[src/rtl/fp_sq_pkg.sv]
`default_nettype none
// ============================================================================
// Module      : fp_sq_pkg
// Description : Shared constants, types and helpers for the fp_sq square
//               unit: IEEE-754 single special encodings, rounding-mode
//               codes, the exception-flag bundle and the round-increment
//               decision.
// Revision    : 1.0 - initial release
// ============================================================================
package fp_sq_pkg;

    // IEEE-754 single-precision special encodings
    localparam logic [31:0] c_fp_infp = 32'h7F80_0000;  // +infinity
    localparam logic [31:0] c_fp_nanq = 32'h7FC0_0000;  // canonical quiet NaN
    localparam logic [31:0] c_fp_maxp = 32'h7F7F_FFFF;  // largest finite positive

    // Rounding-mode codes
    localparam logic [2:0] c_rm_rne = 3'd0;  // nearest, ties to even
    localparam logic [2:0] c_rm_rz  = 3'd1;  // toward zero
    localparam logic [2:0] c_rm_ru  = 3'd2;  // toward +infinity
    localparam logic [2:0] c_rm_rd  = 3'd3;  // toward -infinity
    localparam logic [2:0] c_rm_rna = 3'd4;  // nearest, ties away from zero

    typedef struct packed {
        logic ov;
        logic un;
        logic inv;
        logic inexact;
    } fp_flags_t;

    // Increment decision for a positive result (the square is never
    // negative, so RD behaves as RZ and RU rounds up on any discarded bit).
    function automatic logic round_incr(input logic [2:0] rm,
                                        input logic       g,
                                        input logic       t,
                                        input logic       lsb);
        case (rm)
            c_rm_rne: return g & (t | lsb);
            c_rm_ru:  return g | t;
            c_rm_rna: return g;
            default:  return 1'b0;  // RZ, RD and unknown codes truncate
        endcase
    endfunction

endpackage
`default_nettype wire

[src/rtl/fp_sq_if.sv]
`default_nettype none
// ============================================================================
// Module      : fp_sq_if
// Description : Request/result bundle of the fp_sq unit.
//   act, in1, round_m        : request (master -> slave)
//   out, done, ov, un, inv,
//   inexact                  : result and flags (slave -> master)
// Revision    : 1.0 - initial release
// ============================================================================
interface fp_sq_if #(
    parameter int W = 32
);
    logic         act;
    logic [W-1:0] in1;
    logic [2:0]   round_m;
    logic [W-1:0] out;
    logic         done;
    logic         ov;
    logic         un;
    logic         inv;
    logic         inexact;

    modport master (
        output act, in1, round_m,
        input  out, done, ov, un, inv, inexact
    );

    modport slave (
        input  act, in1, round_m,
        output out, done, ov, un, inv, inexact
    );
endinterface
`default_nettype wire

[src/rtl/fp_sq_seq_mul.sv]
`default_nettype none
// ============================================================================
// Module      : seq_mul
// Description : Iterative radix-2 shift-add 24x24 unsigned multiplier.
//   clk   : clock
//   rst   : asynchronous active-low reset
//   start : loads a/b, clears accumulator and counter
//   a, b  : 24-bit operands
//   p     : 48-bit product, final after the step that raises done
//   done  : high during the last (cnt = 23) step cycle
// Revision    : 1.0 - initial release
// ============================================================================
module seq_mul (
    input  wire logic        clk,
    input  wire logic        rst,
    input  wire logic        start,
    input  wire logic [23:0] a,
    input  wire logic [23:0] b,
    output logic      [47:0] p,
    output logic             done
);

    localparam logic [4:0] c_last_step = 5'd23;

    logic        r_busy;
    logic [4:0]  r_cnt;
    logic [47:0] r_acc;
    logic [47:0] r_mcand;   // multiplicand, shifted left each step
    logic [23:0] r_mplier;  // multiplier, shifted right each step

    always_ff @(posedge clk or negedge rst) begin
        if (!rst) begin
            r_busy   <= 1'b0;
            r_cnt    <= 5'd0;
            r_acc    <= 48'd0;
            r_mcand  <= 48'd0;
            r_mplier <= 24'd0;
        end else if (start) begin
            r_busy   <= 1'b1;
            r_cnt    <= 5'd0;
            r_acc    <= 48'd0;
            r_mcand  <= {24'd0, a};
            r_mplier <= b;
        end else if (r_busy) begin
            if (r_mplier[0]) begin
                r_acc <= r_acc + r_mcand;
            end
            r_mcand  <= r_mcand << 1;
            r_mplier <= r_mplier >> 1;
            r_cnt    <= r_cnt + 5'd1;
            if (r_cnt == c_last_step) begin
                r_busy <= 1'b0;
            end
        end
    end

    assign p    = r_acc;
    assign done = r_busy && (r_cnt == c_last_step);

endmodule
`default_nettype wire

[src/rtl/fp_sq.sv]
`default_nettype none
// ============================================================================
// Module      : fp_sq
// Description : IEEE-754 single-precision square, out = in1 * in1.
//               Result sign is always 0; subnormal inputs flush to zero,
//               underflow flushes to +0.
//   clk            : clock
//   rst            : asynchronous active-low reset
//   bus.act        : start, sampled only in IDLE
//   bus.in1        : operand, captured with act
//   bus.round_m    : rounding mode, captured with act
//   bus.out        : result, held until the next done
//   bus.done       : one-cycle pulse when out/flags update
//   bus.ov/un/inv/inexact : exception flags, valid with done, then held
// Revision    : 1.0 - initial release
// ============================================================================
module fp_sq
    import fp_sq_pkg::*;
#(
    parameter int W = 32,   // word width
    parameter int M = 22,   // MSB index of stored fraction
    parameter int E = 30    // MSB index of exponent field
) (
    input  wire logic clk,
    input  wire logic rst,
    fp_sq_if.slave    bus
);

    localparam int EW = E - M;  // exponent field width

    localparam logic [1:0] c_st_idle = 2'd0;
    localparam logic [1:0] c_st_mul  = 2'd1;
    localparam logic [1:0] c_st_rnd  = 2'd2;
    localparam logic [1:0] c_st_spec = 2'd3;

    logic [1:0]   r_state;
    logic [W-1:0] r_in1;
    logic [2:0]   r_rm;
    logic [W-1:0] r_out;
    logic         r_done;
    fp_flags_t    r_flags;

    // ---------------- operand classification at act -------------------
    logic [EW-1:0] w_in_exp;
    logic          w_in_special;
    logic          w_mul_start;
    logic [47:0]   w_p;
    logic          w_mul_done;

    assign w_in_exp     = bus.in1[E:M+1];
    // Exponent 0 (zero or subnormal) and exponent all-ones (inf/NaN)
    assign w_in_special = (w_in_exp == '0) || (&w_in_exp);
    assign w_mul_start  = (r_state == c_st_idle) && bus.act && !w_in_special;

    seq_mul u_mul (
        .clk   (clk),
        .rst   (rst),
        .start (w_mul_start),
        .a     ({1'b1, bus.in1[M:0]}),
        .b     ({1'b1, bus.in1[M:0]}),
        .p     (w_p),
        .done  (w_mul_done)
    );

    // ---------------- special-operand result --------------------------
    logic [W-1:0] w_spec_out;
    fp_flags_t    w_spec_flags;

    always_comb begin
        w_spec_out   = '0;
        w_spec_flags = '0;
        if (r_in1[E:M+1] != '0) begin
            // only all-ones exponents reach here besides zero
            if (r_in1[M:0] == '0) begin
                w_spec_out = c_fp_infp;
            end else begin
                w_spec_out       = c_fp_nanq;
                w_spec_flags.inv = ~r_in1[M];  // signalling NaN
            end
        end
    end

    // ---------------- normalise, round, exponent, flags ---------------
    logic             w_norm;
    logic [M+1:0]     w_sig;
    logic             w_g;
    logic             w_t;
    logic [M+2:0]     w_sig_r;
    logic             w_carry;
    logic signed [9:0] w_er;
    logic [W-1:0]     w_rnd_out;
    fp_flags_t        w_rnd_flags;

    always_comb begin
        w_norm = w_p[47];
        if (w_norm) begin
            w_sig = w_p[47:24];
            w_g   = w_p[23];
            w_t   = |w_p[22:0];
        end else begin
            w_sig = w_p[46:23];
            w_g   = w_p[22];
            w_t   = |w_p[21:0];
        end
        w_sig_r = {1'b0, w_sig} + {{(M+2){1'b0}}, round_incr(r_rm, w_g, w_t, w_sig[0])};
        // A carry out leaves the stored fraction bits all zero, so only
        // the exponent needs adjusting.
        w_carry = w_sig_r[M+2];
        w_er    = {1'b0, r_in1[E:M+1], 1'b0} - 10'd127
                  + {9'd0, w_norm} + {9'd0, w_carry};

        w_rnd_flags         = '0;
        w_rnd_flags.inexact = w_g | w_t;
        w_rnd_out           = {1'b0, w_er[EW-1:0], w_sig_r[M:0]};
        if (w_er > 10'sd254) begin
            w_rnd_flags.ov      = 1'b1;
            w_rnd_flags.inexact = 1'b1;
            if ((r_rm == c_rm_rne) || (r_rm == c_rm_rna) || (r_rm == c_rm_ru)) begin
                w_rnd_out = c_fp_infp;
            end else begin
                w_rnd_out = c_fp_maxp;
            end
        end else if (w_er < 10'sd1) begin
            w_rnd_flags.un      = 1'b1;
            w_rnd_flags.inexact = 1'b1;
            w_rnd_out           = '0;
        end
    end

    // Operand sign and the hidden-bit position of the rounded significand
    // do not affect the square's encoding.
    logic w_unused;
    assign w_unused = r_in1[W-1] ^ w_sig_r[M+1];

    // ---------------- control FSM -------------------------------------
    always_ff @(posedge clk or negedge rst) begin
        if (!rst) begin
            r_state <= c_st_idle;
            r_in1   <= '0;
            r_rm    <= 3'd0;
            r_out   <= '0;
            r_done  <= 1'b0;
            r_flags <= '0;
        end else begin
            r_done <= 1'b0;
            case (r_state)
                c_st_idle: begin
                    if (bus.act) begin
                        r_in1   <= bus.in1;
                        r_rm    <= bus.round_m;
                        r_state <= w_in_special ? c_st_spec : c_st_mul;
                    end
                end
                c_st_mul: begin
                    if (w_mul_done) begin
                        r_state <= c_st_rnd;
                    end
                end
                c_st_rnd: begin
                    r_out   <= w_rnd_out;
                    r_flags <= w_rnd_flags;
                    r_done  <= 1'b1;
                    r_state <= c_st_idle;
                end
                c_st_spec: begin
                    r_out   <= w_spec_out;
                    r_flags <= w_spec_flags;
                    r_done  <= 1'b1;
                    r_state <= c_st_idle;
                end
                default: r_state <= c_st_idle;
            endcase
        end
    end

    assign bus.out     = r_out;
    assign bus.done    = r_done;
    assign bus.ov      = r_flags.ov;
    assign bus.un      = r_flags.un;
    assign bus.inv     = r_flags.inv;
    assign bus.inexact = r_flags.inexact;

endmodule
`default_nettype wire
[src/flat_wrapper.sv]
// flat-port wrapper written by rule: the top's interface ports become plain ports
module fp_sq_flat import fp_sq_pkg::*;
#(
    parameter int W = 32,                
    parameter int M = 22,                                  
    parameter int E = 30                                  
)
  (clk, rst, bus_act, bus_in1, bus_round_m, bus_out, bus_done, bus_ov, bus_un, bus_inv, bus_inexact);
  fp_sq_if #(.W(W)) bus_i ();
  input  wire logic clk;
  input  wire logic rst;
  input wire logic [$bits(bus_i.act)-1:0] bus_act;
  input wire logic [$bits(bus_i.in1)-1:0] bus_in1;
  input wire logic [$bits(bus_i.round_m)-1:0] bus_round_m;
  output wire logic [$bits(bus_i.out)-1:0] bus_out;
  output wire logic [$bits(bus_i.done)-1:0] bus_done;
  output wire logic [$bits(bus_i.ov)-1:0] bus_ov;
  output wire logic [$bits(bus_i.un)-1:0] bus_un;
  output wire logic [$bits(bus_i.inv)-1:0] bus_inv;
  output wire logic [$bits(bus_i.inexact)-1:0] bus_inexact;
  assign bus_i.act = bus_act;
  assign bus_i.in1 = bus_in1;
  assign bus_i.round_m = bus_round_m;
  assign bus_out = bus_i.out;
  assign bus_done = bus_i.done;
  assign bus_ov = bus_i.ov;
  assign bus_un = bus_i.un;
  assign bus_inv = bus_i.inv;
  assign bus_inexact = bus_i.inexact;
  fp_sq #(.W(W), .M(M), .E(E)) u_core (.clk(clk), .rst(rst), .bus(bus_i));
endmodule
[config.mk]
export PLATFORM = sky130hd
export DESIGN_NAME = fp_sq_flat
export DESIGN_NICKNAME = d
export VERILOG_FILES = /design/src/rtl/fp_sq_pkg.sv /design/src/rtl/fp_sq_if.sv /design/src/rtl/fp_sq_seq_mul.sv /design/src/rtl/fp_sq.sv /design/src/flat_wrapper.sv
export SDC_FILE = /design/constraint.sdc
export NUM_CORES = 1
export LEC_CHECK = 0
export CAP_MARGIN = 20
export CELL_PAD_IN_SITES_DETAIL_PLACEMENT = 1
export CELL_PAD_IN_SITES_GLOBAL_PLACEMENT = 1
export CORE_ASPECT_RATIO = 0.8
export CORE_MARGIN = 2
export CORE_UTILIZATION = 50
export CTS_CLUSTER_SIZE = 8
export DETAILED_ROUTE_END_ITERATION = 7
export DONT_BUFFER_PORTS = 1
export PLACE_DENSITY = 0.81
export SLEW_MARGIN = 15
export SYNTH_ARGS = -nofsm -noshare
export SYNTH_HDL_FRONTEND = slang
export SYNTH_HIERARCHICAL = 1
export SYNTH_SLANG_ARGS = --single-unit
[constraint.sdc]
create_clock -name clk -period 4.93 [get_ports clk]
set_clock_uncertainty 0.15 [all_clocks]
set_input_delay 0.7395 -clock clk [delete_from_list [all_inputs] [get_ports clk]]
set_output_delay 0.7395 -clock clk [all_outputs]
set_load 0.05 [all_outputs]
Yosys cells after proc, flatten, opt, wreduce, memory -nomap -nowiden
Index checks and enable logic that the tools add are counted.
- register bits after elaboration: 199
- output and inout bits: 37
- logic and storage cells: 91
- magnitude comparators: 2
- reductions and logical operators: 22
- eq/ne operators: 8
- add/subtract/negate cells: 6
- muxes and demuxes: 35
- bitwise operators: 4
- operator list (operator ; count):
    $mux W48 ; 5
    $mux W24 ; 4
    $pmux W32 S2 ; 1
    $mux W31 ; 2
    $add A48 B48 Y48 ; 1
    $mux W32 ; 1
    $add A24 B1 Y25 ; 1
    $logic_not A23 Y1 ; 1
    $mux W23 ; 1
    $reduce_or A23 Y1 ; 1
    $reduce_or A22 Y1 ; 1
    $add A10 B1 Y10 ; 2
    $mux W1 ; 13
    $gt A10 B9 Y1 const B ; 1
    $lt A10 B2 Y1 const B ; 1
    $mux W5 ; 2
    $sub A9 B7 Y10 const B ; 1
    $logic_not A8 Y1 ; 1
    $pmux W4 S2 ; 1
    $reduce_and A8 Y1 ; 1
    $reduce_bool A8 Y1 ; 1
    $mux W2 ; 3
    $pmux W2 S3 ; 1
    $reduce_and A2 Y1 ; 3
    18 further kinds ; 27

Longest topological paths before layout
Gate-level depths: netlist of the first run.
- depth in word-level cells: 11
- gate-level depth with buffers: 22
- gate-level depth less buffers: 19

Cells and area by module
The synthesis of the first run kept the hierarchy.
- by module, submodules not included (module ; cells each ; times used ; area each (um2)):
    seq_mul ; 872 ; 1 ; 7846.3
    fp_sq ; 448 ; 1 ; 4466.8

Worst setup path after synthesis of the first run
OpenSTA, ideal clock, no wires.
- path kind: register to register
- start: register u_core.u_mul.r_acc[47], in the netlist u_core/u_mul/p[47]
- end: register u_core.r_out[3], in the netlist u_core/bus.out[3]
- library setup time: 90 ps
- period minus slack after synthesis: 4389 ps
- cell stages (with the launch flop): 21
- arrival: 4148 ps
- path buffers: 5
- slack: 541 ps
- data required time: 4690 ps
- cells stage by stage: dfrtp_1 > buf_6 > buf_12 > clkbuf_1 > clkbuf_1 > nand2_1 > nand2_1 > ha_1 > nand3_2 > nor3_2 > nand4_1 > ha_1 > inv_1 > ha_1 > xnor2_1 > nor4b_2 > a211oi_2 > o21ai_2 > a211o_2 > buf_2 > o221ai_1
- longest elaborated chain between the ends: 10
- elaborated cells on any way between the ends: 15
- those cells by class: add/sub: 3; order compare: 2; mux: 7; bitwise: 3
- ends and longest elaborated chain (item ; line ; text):
    start, declared ; fp_sq_seq_mul.sv:27 ; logic [47:0] r_acc;
    start signal, assigned ; fp_sq_seq_mul.sv:46 ; r_acc <= r_acc + r_mcand;
    $mux W1 or $mux W24 (tied branches) ; fp_sq.sv:96 ; if (w_norm) begin
    $or A1 B1 Y1 ; fp_sq_pkg.sv:38 ; c_rm_rne: return g & (t | lsb);
    $and A1 B1 Y1 ; fp_sq_pkg.sv:38 ;
    $pmux W1 S3 ; fp_sq_pkg.sv:37 ; case (rm)
    $add A24 B1 Y25 ; fp_sq.sv:105 ; w_sig_r = {1'b0, w_sig} + {{(M+2){1'b0}}, round_incr(r_rm, w_g, w_t, w_sig[0])};
    $add A10 B1 Y10 ; fp_sq.sv:110 ; + {9'd0, w_norm} + {9'd0, w_carry};
    $lt A10 B2 Y1 ; fp_sq.sv:123 ; end else if (w_er < 10'sd1) begin
    $mux W31 ; fp_sq.sv:123 ;
    $mux W32 * ; fp_sq.sv:115 ; if (w_er > 10'sd254) begin
    $pmux W32 S2 * ; fp_sq.sv:146 ; case (r_state)
    end signal, assigned ; fp_sq.sv:160 ; r_out <= w_rnd_out;
    end signal, assigned ; fp_sq.sv:166 ; r_out <= w_spec_out;
    end, declared ; fp_sq.sv:39 ; logic [W-1:0] r_out;
Mark *: on every way between the ends. The rest lies on a longest branch, timed or not.
A chain may end at the register's enable or synchronous reset.

Final worst setup path of the first run
- start: register u_core.u_mul.r_acc[15], in the netlist u_core/u_mul/p[15]
- end: register u_core.r_out[17], in the netlist u_core/bus.out[17]
- longest elaborated chain between the ends: 11
- elaborated cells on any way between the ends: 14
- those cells by class: add/sub: 2; order compare: 2; mux: 5; bitwise: 3; reduce/logical: 2
- ends and longest elaborated chain (item ; line):
    $reduce_or A23 Y1 or $reduce_or A22 Y1 (tied branches) ; fp_sq.sv:99, fp_sq.sv:103
    $mux W1 * ; fp_sq.sv:96
    $or A1 B1 Y1 ; fp_sq_pkg.sv:38
    $and A1 B1 Y1 ; fp_sq_pkg.sv:38
    $pmux W1 S3 * ; fp_sq_pkg.sv:37
    $add A24 B1 Y25 * ; fp_sq.sv:105
    $add A10 B1 Y10 ; fp_sq.sv:110
    $lt A10 B2 Y1 ; fp_sq.sv:123
    $mux W31 ; fp_sq.sv:123
    $mux W32 * ; fp_sq.sv:115
    $pmux W32 S2 * ; fp_sq.sv:146
Marks and branches as above.

==> results of run 1 <==
-- power by group through the flow --
stage          logic, mW  registers, mW  clock network (mW)
2_1_floorplan       3.28           3.11                   0
3_3_place_gp        3.77           3.41                   0
3_5_place_dp        3.95           3.46                   0
4_1_cts             4.02           3.44                1.51
5_1_grt             4.52           3.55                1.56
6_report            4.07           3.45                1.47
-- layout make-up --
type / instances / area [um2]
fillers: 2742 / 11100
multi-input cells: 1007 / 6920
flip-flops and latches: 198 / 4960
clock buffers: 19 / 453
well taps: 318 / 398
repair buffers: 20 / 163
clock inverters: 13 / 156
inverters: 36 / 135
-- metal layers --
| metal | routed length (um) | share of wire |
|---|---|---|
| met5 | 0 | 0 |
| met3 | 1230 | 0.035 |
| met4 | 697 | 0.020 |
| met2 | 17000 | 0.49 |
| met1 | 16100 | 0.46 |
-- sequential cells by signal (all words and copies together) (netlist names) --
signal and count:
u_core/bus.out 31, u_core/r_rm 3, u_core/r_state 2, u_core/u_mul/r_mplier 24
u_core/bus.un 1, u_core/bus.inv 1, u_core/bus.done 1, u_core/bus.inexact 1
u_core/r_in1 31, u_core/u_mul/r_cnt 5, u_core/u_mul/p 48, u_core/u_mul/r_mcand 48
u_core/bus.ov 1, u_core/u_mul/r_busy 1
-- cell usage in the layout (no fill, tap or decap), drive strengths merged, types with 3 or more instances in the layout --
cell,instances
o211ai,5
a21o,36
o21ai,94
o21a,9
xnor2,54
nor3,10
nor2b,7
o31ai,7
a211o,3
mux2,38
or3,4
xor2,29
o221ai,20
nand2,196
o311ai,7
mux2i,91
nand4,29
and2,6
nor4b,4
and4,3
buf,20
nand2b,6
nand3b,3
nor2,81
a31oi,4
a211oi,8
conb,3
and3,7
inv,45
o21bai,4
a21oi,99
nand3,33
dfrtp,198
or2,3
nor3b,3
nor4,16
clkbuf,19
ha,52
or4,3
-- cells by family (layout without fill, tap and decap cells) --
logic type	after synthesis	in the layout	synth area share
XOR/XNOR	83	83	0.0590
multiplexers	129	129	0.109
AO/OA/AOI/OAI	322	322	0.173
AND/OR/NAND/NOR	417	417	0.160
adder cells (fa/ha/maj)	53	53	0.0545
flip-flops	198	198	0.402
other	2	3	0.000610
buffers and inverters	116	88	0.0419
-- worst reg2reg max path, delay by kind of cell, from the launching register on --
kind                     cells  cell delay (ps)
AND/OR/NAND/NOR              7             1030
adder cells (fa/ha/maj)      4             1020
AO/OA/AOI/OAI                6             1520
flip-flops                   1              410
buffers and inverters        2              240
XOR/XNOR                     1              250
-- per-stage QoR --
step	total power [mW]	area (um2)	TNS, ps	hold WS [ps]
2_1_floorplan	6.39	12300	0	284
3_3_place_gp	7.19	12500	0	304
3_5_place_dp	7.42	12500	-146	301
4_1_cts	8.96	13100	0	-179
5_1_grt	9.63	13200	-19.9	-195
6_report	8.99	13200	0	-162
-- timing repair --
| item | 4_1_cts | 5_1_grt |
|---|---|---|
| buffers inserted | 0 | 1 |
| hold endpoints to repair | 198 | 198 |
| gates resized for setup | 2 | 8 |
| endpoints found under the setup margin | 23 | 30 |
| pin swaps | 0 | 3 |
-- worst paths after layout --
path                               startpoint                       end  slack, ps
setup / recovery           u_core/u_mul/p[15]        u_core/bus.out[17]        220
hold / removal                            rst  u_core/u_mul/r_mcand[32]       -160
setup reg to reg           u_core/u_mul/p[15]        u_core/bus.out[17]        220
hold reg to reg              u_core/r_in1[20]          u_core/r_in1[20]        360
max in group asynchronous                 rst           u_core/r_in1[7]       4210
min in group clk                   bus_in1[8]   u_core/u_mul/r_mcand[8]        260
==> results.ini, run 1 <==
[outcome]
status=finished, violations left
violations=hold timing

[floorplanning]
die_w_um=179
floorplan.initialDensity=0.508
num_rows=51
die_h_um=144
core-area_um2=24200
pin_count=75
dieArea_um2=25900

[cells_and_area]
drive_gt1_frac=0.103
area_delta_synth_final_pct=7.05
stdcell_count=1611
fin_nets=1371
postLayoutCoreUtil=0.544
diodes=0

[clock_tree]
clock_path_buffers=2
root_buffer=clkbuf_16
cts.sinks=198
cts.clk_slew.worst_paths_ps=80
ctsHtreeMaxLevel=4
insertion_delay_ps=450
cts_tree=done
cts_made_buffers=17

[setup_path]
arrival_ps=4910
cpLargestDelayFamily=compound AO/OA/AOI/OAI gates
cp-end-kind=flop
worst_ep_required_time_ps=5130
worst-path-max-fanout=23
slowest_stage=a211o_4
crit_path_max_incr_delay_ps=470
path_cells=nor4_2 > buf_4 > nand4_1 > nor2_2 > a21oi_1 > o211a_1 > ha_1 > ha_1 > nand3_2 > nor3_4 > nand4_1 > ha_1 > inv_1 > ha_1 > xnor2_2 > nor4b_2 > a211oi_2 > o21ai_4 > a211o_4 > o311ai_2
setup.worst_path.start_class=flop
reg2reg_depth=20
worst-path-buf-inv=2
worst-setup-path-type=flop to flop
critical_path_depth=20
path_common_cell=ha_1

[timing]
hold_ws_ps=-162
setup_viol=0
drv_slew=0
period_share=0.956
worst_slack_ps=216
finalHoldViolCount=198
fmax_ghz=0.212
final.min_clock_period_ps=4710
slew-limit-headroom=0.430
tightest_slew_ps=855

[global_routing]
grt_busiest_layer=met2
met2_usage=0.462
grt_util_met3=0.0441
grt_pass1_wl_mm=56.9
grtUsageMet1=0.368
grt_pass1_vias=10300
grt_overflow_total=0
grt_max_degree=199
antenna_found_initial=0
track_usage=0.274

[place]
place_inst=1578
pre_cts_slack_ps=-47.4
gp_congestion=0.889
port_buffers=0
dp_hpwl_mm=23.6

[yosys]
ys_warn_count=6
synth_cells=1320
ys_types=89
synth.area.top_cells=dfrtp_1, mux2i_1, nand2_1
synthTopCellsByCount=dfrtp_1, nand2_1, a21oi_1
synthMostInstantiatedCell=dfrtp_1
synth_top_flop_cell=dfrtp_1
synthArstFlopShare=1.00
yosys.area.top_type=dfrtp_1
netlist_area_um2=12300
ys_seq_area_frac=0.402
syn_area_per_cell_um2=9.33
synth.ff_latch_count=198
yosysTopAreaCellShare=0.402
synth_edf_count=0

[routing]
first_pass_iters=5
vias=9925
ant_nets=0
drt_iter0_drc=695
postRouteWirelength_mm=35.0
post-route-drc-count=0
via_per_inst=6.16
wl_per_cell_um=21.7

[pwr]
p_switching_mw=4.23
powerDensity_nw_per_um2=682
p_int_mw=4.76
irDropWorstVdd_v=0.000289
pwr-share-seq=0.384
p_leak_nw=6.12
netSwitchingFraction=0.471
power_frac_comb=0.452
clockPowerShare=0.164

[worst_hold_path]
min_path_type=primary input to async pin

[job]
drv_cap=0

Note: power is estimated with default switching activity, not from simulation.
==> run 2, diff against run 1 <==
--- a/config.mk
+++ b/config.mk
@@ -10,11 +10,11 @@
 export CELL_PAD_IN_SITES_GLOBAL_PLACEMENT = 1
 export CORE_ASPECT_RATIO = 0.8
 export CORE_MARGIN = 2
-export CORE_UTILIZATION = 50
+export CORE_UTILIZATION = 40
 export CTS_CLUSTER_SIZE = 8
 export DETAILED_ROUTE_END_ITERATION = 7
 export DONT_BUFFER_PORTS = 1
-export PLACE_DENSITY = 0.81
+export PLACE_DENSITY = 0.67
 export SLEW_MARGIN = 15
 export SYNTH_ARGS = -nofsm -noshare
 export SYNTH_HDL_FRONTEND = slang
==> results.ini, run 2 (synthesized netlist as in run 1, its figures left out) <==
[outcome]
status=finished, violations left
violations=hold timing

[cells_and_area]
diodes=0  ; unchanged
final_cell_mix=dfrtp_1, nand2_1, a21oi_1
drive_gt1_frac=0.106  ; +0.00337
postLayoutCoreUtil=0.439  ; -0.105
postLayoutCellArea_um2=13300  ; +0.87%
stdcell_count=1712  ; +6.3%
final_common_cell=dfrtp_1
area_delta_synth_final_pct=7.99
fin_nets=1378  ; +0.51%

[place]
place_inst=1681  ; +6.5%
placed_area_um2=12700  ; +1.4%
gp_congestion=0.838  ; -5.7%
dp_hpwl_mm=23.6  ; about the same
port_buffers=0  ; unchanged

[floorplanning]
num_rows=57  ; +12%
pin_count=75  ; unchanged
die_w_um=200  ; +12%
floorplan.initialDensity=0.406  ; -0.102
core-area_um2=30300  ; +25%
die_h_um=161  ; +11%
dieArea_um2=32200  ; +24%

[routing]
via_per_inst=5.63  ; -8.6%
first_pass_iters=5  ; unchanged
postRouteWirelength_mm=34.3  ; -2.1%
vias=9642  ; -2.9%
drt_iter0_drc=466  ; -33%
ant_nets=0  ; unchanged
post-route-drc-count=0  ; unchanged
wl_per_cell_um=20.0  ; -7.9%

[setup_path]
worst-path-max-fanout=23  ; unchanged
setup.worst_path.start_class=flop
arrival_ps=4880  ; -30 ps
worst-setup-path-type=flop to flop
worst_ep_required_time_ps=5130  ; about the same
timing.rr.end=u_core/bus.out[20]
reg2reg_depth=19  ; -5.0%
r2r_slack_ps=250  ; +40 ps
cp-end-kind=flop
timing.rr.start=u_core/u_mul/p[19]

[timing]
hold_ws_ps=-170  ; -7.73 ps
drv_slew=0  ; unchanged
finalHoldViolCount=198  ; unchanged
period_share=0.949  ; -0.00736
final.min_clock_period_ps=4680  ; -36.3 ps
tightest_slew_ps=821  ; -33.9 ps
setup_viol=0  ; unchanged
slew-limit-headroom=0.453  ; +0.0226
fmax_ghz=0.214  ; +0.78%

[pwr]
irDropWorstVdd_v=0.000299  ; +3.5%
powerDensity_nw_per_um2=669  ; -2.0%
p_leak_nw=6.12  ; about the same
total_power_mw=8.89  ; -1.1%

[clock_tree]
cts_tree=done
root_buffer=clkbuf_16
clock_path_buffers=2  ; unchanged
cts_setup_buffers=0  ; unchanged
cts_made_buffers=17  ; unchanged
insertion_delay_ps=450  ; about the same
cts.clk_slew.worst_paths_ps=80  ; about the same
ctsHtreeMaxLevel=4  ; unchanged
cts.sinks=198  ; unchanged

[global_routing]
track_usage=0.219  ; -0.0552
grt_pass1_vias=9994  ; -3.2%
grt_pass1_wl_mm=56.2  ; -1.1%
grt_max_degree=199  ; unchanged
antenna_found_initial=0  ; unchanged
grt_overflow_total=0  ; unchanged

[worst_hold_path]
min_path_type=primary input to async pin

[job]
drv_cap=0  ; unchanged

-- run 2: changes by cell type in the layout (fill, tap and decap cells not counted), sizes merged --
cell | before | now
buf | 20 | 27
clkinv | 2 | 3
inv | 45 | 44
clkbuf | 19 | 18
-- run 2: critical path, stage by stage, from the launching register on --
cell      delay, ps
dfrtp_1         410
nor4_2          350
nand4_1         210
nor2_2          210
a21oi_1          90
o211a_1         220
ha_1            210
ha_1            230
nand3_2         100
nor3_2           50
nand4_1         180
ha_1            230
inv_1            60
ha_1            280
xnor2_2         230
nor4b_2          80
a211oi_2        280
o21ai_2         150
a211o_4         500
o311ai_2        340
-- run 2: how the worst max path moves through the flow --
stage	end	startpoint	slack (ps)	cells after the start
after floorplan	u_core/bus.out[3]	u_core/u_mul/p[47]	540	20
after global placement	u_core/bus.out[20]	u_core/u_mul/p[19]	120	19
after detailed placement	u_core/bus.out[20]	u_core/u_mul/p[19]	-7	19
after CTS	u_core/bus.out[20]	u_core/u_mul/p[19]	30	19
after global routing	u_core/bus.out[20]	u_core/u_mul/p[19]	-30	19
final	u_core/bus.out[20]	u_core/u_mul/p[19]	250	19
-- run 2: where the power goes --
part / switching (mW) / total (mW) / internal [mW]
Combinational: 2.35 / 4.09 / 1.74
Clock: 0.696 / 1.41 / 0.712
Sequential: 1.10 / 3.39 / 2.29
-- run 2: stage by stage --
step           setup WS (ps)  TNS (ps)
2_1_floorplan            541         0
3_3_place_gp             119         0
3_5_place_dp           -7.14     -7.14
4_1_cts                 25.0         0
5_1_grt                -32.9     -98.0
6_report                 252         0
-- run 2: layout make-up --
cell class | count | area [um2]
Clock inverter | 13 | 135
Multi-Input combinational cell | 1007 | 6910
Tap cell | 413 | 517
Timing Repair Buffer | 27 | 215
Fill cell | 3476 | 17000
Clock buffer | 18 | 429
Sequential cell | 198 | 4960
Inverter | 36 | 135
-- run 2: per-layer routing --
layer / up-vias / GRT usage / routed length [um]
met1: 4868 / 0.309 / 17000
met4: 0 / 0.0522 / 470
met3: 31 / 0.0473 / 1240
li1: 4634 / - / -
met2: 109 / 0.344 / 15600
met5: - / 0 / 0
-- run 2: what timing repair did --
| item | 4_1_cts | 5_1_grt |
|---|---|---|
| pin swaps | 0 | 0 |
| endpoints found under the hold margin | 198 | 198 |
| gates resized for setup | 1 | 7 |
| setup endpoints to repair | 1 | 30 |
==> run 3, diff against run 2 <==
--- a/config.mk
+++ b/config.mk
@@ -14,9 +14,8 @@
 export CTS_CLUSTER_SIZE = 8
 export DETAILED_ROUTE_END_ITERATION = 7
 export DONT_BUFFER_PORTS = 1
-export PLACE_DENSITY = 0.67
+export PLACE_DENSITY = 0.68
 export SLEW_MARGIN = 15
 export SYNTH_ARGS = -nofsm -noshare
 export SYNTH_HDL_FRONTEND = slang
-export SYNTH_HIERARCHICAL = 1
 export SYNTH_SLANG_ARGS = --single-unit
==> results.ini, run 3 <==
[clock_tree]
insertion_delay_ps=450  ; about the same
cts.sinks=198  ; unchanged
root_buffer=clkbuf_16
cts_made_buffers=17  ; unchanged
cts.clk_slew.worst_paths_ps=80  ; about the same
ctsHtreeMaxLevel=4  ; unchanged
clock_path_buffers=2  ; unchanged
cts_tree=done

[outcome]
status=finished, violations left
violations=hold timing

[place]
place_inst=1624  ; -3.4%
placed_area_um2=12500  ; -1.8%
dp_hpwl_mm=23.1  ; -1.8%
pre_cts_slack_ps=-127  ; -120 ps
gp_congestion=0.837  ; -0.12%
port_buffers=0  ; unchanged

[setup_path]
worst-path-max-fanout=5  ; -78%
arrival_ps=5030  ; +150 ps
worst_ep_required_time_ps=5110  ; -20 ps
worst-setup-path-type=flop to flop
cp-end-kind=flop
setup.worst_path.start_class=flop
reg2reg_depth=26  ; +7

[global_routing]
track_usage=0.209  ; -0.0106
grt_overflow_total=0  ; unchanged
grt_pass1_wl_mm=52.8  ; -6.1%
antenna_found_initial=1  ; +1
grt_pass1_vias=9757  ; -2.4%
grt_max_degree=199  ; unchanged

[yosys]
synth.area.top_cells=dfrtp_1, a21oi_1, mux2i_1
yosysTopAreaCellShare=0.413  ; +0.0103
synthTopCellsByCount=dfrtp_1, a21oi_1, nand2_1
synth_edf_count=0  ; unchanged
synthArstFlopShare=1.00  ; unchanged
syn_nets=1392
synth.ff_latch_count=198  ; unchanged
netlist_area_um2=12000  ; -2.5%
synthMostInstantiatedCell=dfrtp_1
yosys.area.top_type=dfrtp_1
ys_warn_count=0  ; -6
synth_cells=1301  ; -1.4%
syn_area_per_cell_um2=9.23  ; -1.1%
ys_types=76  ; -15%
synth_top_flop_cell=dfrtp_1
ys_seq_area_frac=0.413  ; +0.0103

[cells_and_area]
drive_gt1_frac=0.147  ; +0.0403
stdcell_count=1667  ; -2.6%
postLayoutCellArea_um2=13500  ; +1.8%
final_cell_mix=dfrtp_1, nand2_1, a21oi_1
area_delta_synth_final_pct=12.7
diodes=0  ; unchanged
fin_nets=1368  ; -0.73%
nFillCells=3339  ; -3.9%
final_common_cell=dfrtp_1
multi_input_area_um2=7020  ; +1.6%
register_area_um2=4960  ; about the same

[timing]
slew-limit-headroom=0.360  ; -0.0922
hold_ws_ps=-169  ; +0.606 ps
finalSetupTns_ps=0  ; unchanged
finalHoldViolCount=198  ; unchanged
rsz0062_at_grt=yes
worst_slack_ps=78.0  ; -174 ps
final.min_clock_period_ps=4850  ; +174 ps
fmax_ghz=0.206  ; -3.6%
setup_viol=0  ; unchanged
period_share=0.984  ; +0.0353
drv_slew=0  ; unchanged
tightest_slew_ps=959  ; +138 ps

[pwr]
p_leak_nw=6.22  ; +1.5%
irDropWorstVdd_v=0.000343  ; +15%
total_power_mw=10.6  ; +19%
powerDensity_nw_per_um2=781  ; +17%

[routing]
wl_per_cell_um=19.8  ; -0.86%
post-route-drc-count=0  ; unchanged
ant_nets=0  ; unchanged
vias=9475  ; -1.7%
postRouteWirelength_mm=33.1  ; -3.5%
first_pass_iters=4  ; -1
via_per_inst=5.68  ; +0.92%
drt_iter0_drc=413  ; -11%

[floorplanning]
floorplan.initialDensity=0.408  ; +0.00172
dieArea_um2=31400  ; -2.4%
pin_count=75  ; unchanged
die_h_um=159  ; -1.2%
die_w_um=198  ; -1.2%
core-area_um2=29400  ; -2.9%
num_rows=56  ; -1.8%

[job]
drv_cap=0  ; unchanged

[worst_hold_path]
min_path_type=primary input to async pin

==> run 3: changes by cell type after synthesis, sizes merged, moves of 12 or more <==
cell     before  now
a21oi        99  173
o21ai        94   52
nand2       196  162
inv          36   15
o2bb2ai       2   22
o221ai       20    2
nor2         81   98
xnor2        54   39
xor2         29   43
clkbuf       50   62
==> run 3: logic make-up after synthesis <==
| group | after synthesis | synth area share |
|---|---|---|
| other | 1 | 0.000312 |
| AOI/OAI and AO/OA | 346 | 0.179 |
| buffers and inverters | 99 | 0.0324 |
| adders and majority gates | 53 | 0.0559 |
| DFF | 198 | 0.413 |
| and+or+nand+nor | 400 | 0.154 |
| xor gates and xnor gates | 82 | 0.0598 |
| muxes | 122 | 0.106 |
==> run 3: cell type report <==
cell class,instances,area share
tap,377,0.0349
clock buffer,18,0.0325
clock inverter,14,0.0117
multi-input combinational,1004,0.518
timing repair buffer,41,0.0318
sequential,198,0.367
inverter,15,0.00416
==> run 3: critical path, stage by stage (launching register included) <==
cell       delay (ps)
dfrtp_2           460
mux2_4            240
nor2_4             40
a21oi_4           190
nor2_2             60
nor3_2            110
ha_2              250
ha_4              160
nand3_4            70
nor3b_4           200
nand4_1           180
a211oi_2          250
and4_4            270
o2111ai_2         120
ha_2              220
inv_2              70
ha_4              150
xor2_2            150
nand3_1           100
o41ai_2           390
a21oi_2           110
o21ai_2           150
nand2b_1          100
nand2_2           130
buf_6             160
clkbuf_16         160
o2bb2ai_2          50
==> run 3: path summary, 6_finish.rpt <==
| kind | endpoint | start | slack [ps] |
|---|---|---|---|
| worst max-delay path | u_core.bus.out[12] | u_core.u_mul.p[47] | 80 |
| worst min-delay path | u_core.bus.out[6] | rst | -170 |
| worst max register to register | u_core.bus.out[12] | u_core.u_mul.p[47] | 80 |
| worst min register to register | u_core.bus.inv | u_core.r_in1[22] | 350 |
| max in group asynchronous | u_core.u_mul.p[14] | rst | 4400 |
| min in group clk | u_core.u_mul.r_mcand[0] | bus_in1[0] | 270 |
==> run 3: power by group <==
part / switching (mW) / internal (mW)
registers: 1.19 / 2.37
logic: 3.20 / 2.39
clock network: 0.724 / 0.694
total: 5.12 / 5.46
==> run 3: per-layer routing <==
metal / routed length [um] / global-route usage / share of wire / vias up
li1: - / - / - / 4599
met1: 16300 / 0.298 / 0.49 / 4758
met2: 15700 / 0.339 / 0.47 / 96
met3: 714 / 0.0324 / 0.022 / 20
met4: 322 / 0.0359 / 0.0097 / 2
met5: 13 / 0 / 0.00039 / -
==> run 3: what timing repair did <==
| item | in CTS | in global routing |
|---|---|---|
| resized for setup | 6 | 58 |
| buffers inserted | 1 | 4 |
| pin swaps | 4 | 27 |
| setup endpoints to repair | 25 | 31 |
| endpoints found under the hold margin | 198 | 198 |
| gates cloned | 0 | 6 |
==> run 3: per-stage QoR <==
step | hold WS (ps) | utilization
4_1_cts | -187 | 0.445
3_3_place_gp | 298 | 0.423
2_1_floorplan | 284 | -
5_1_grt | -198 | 0.460
3_5_place_dp | 299 | 0.423
6_report | -169 | 0.460
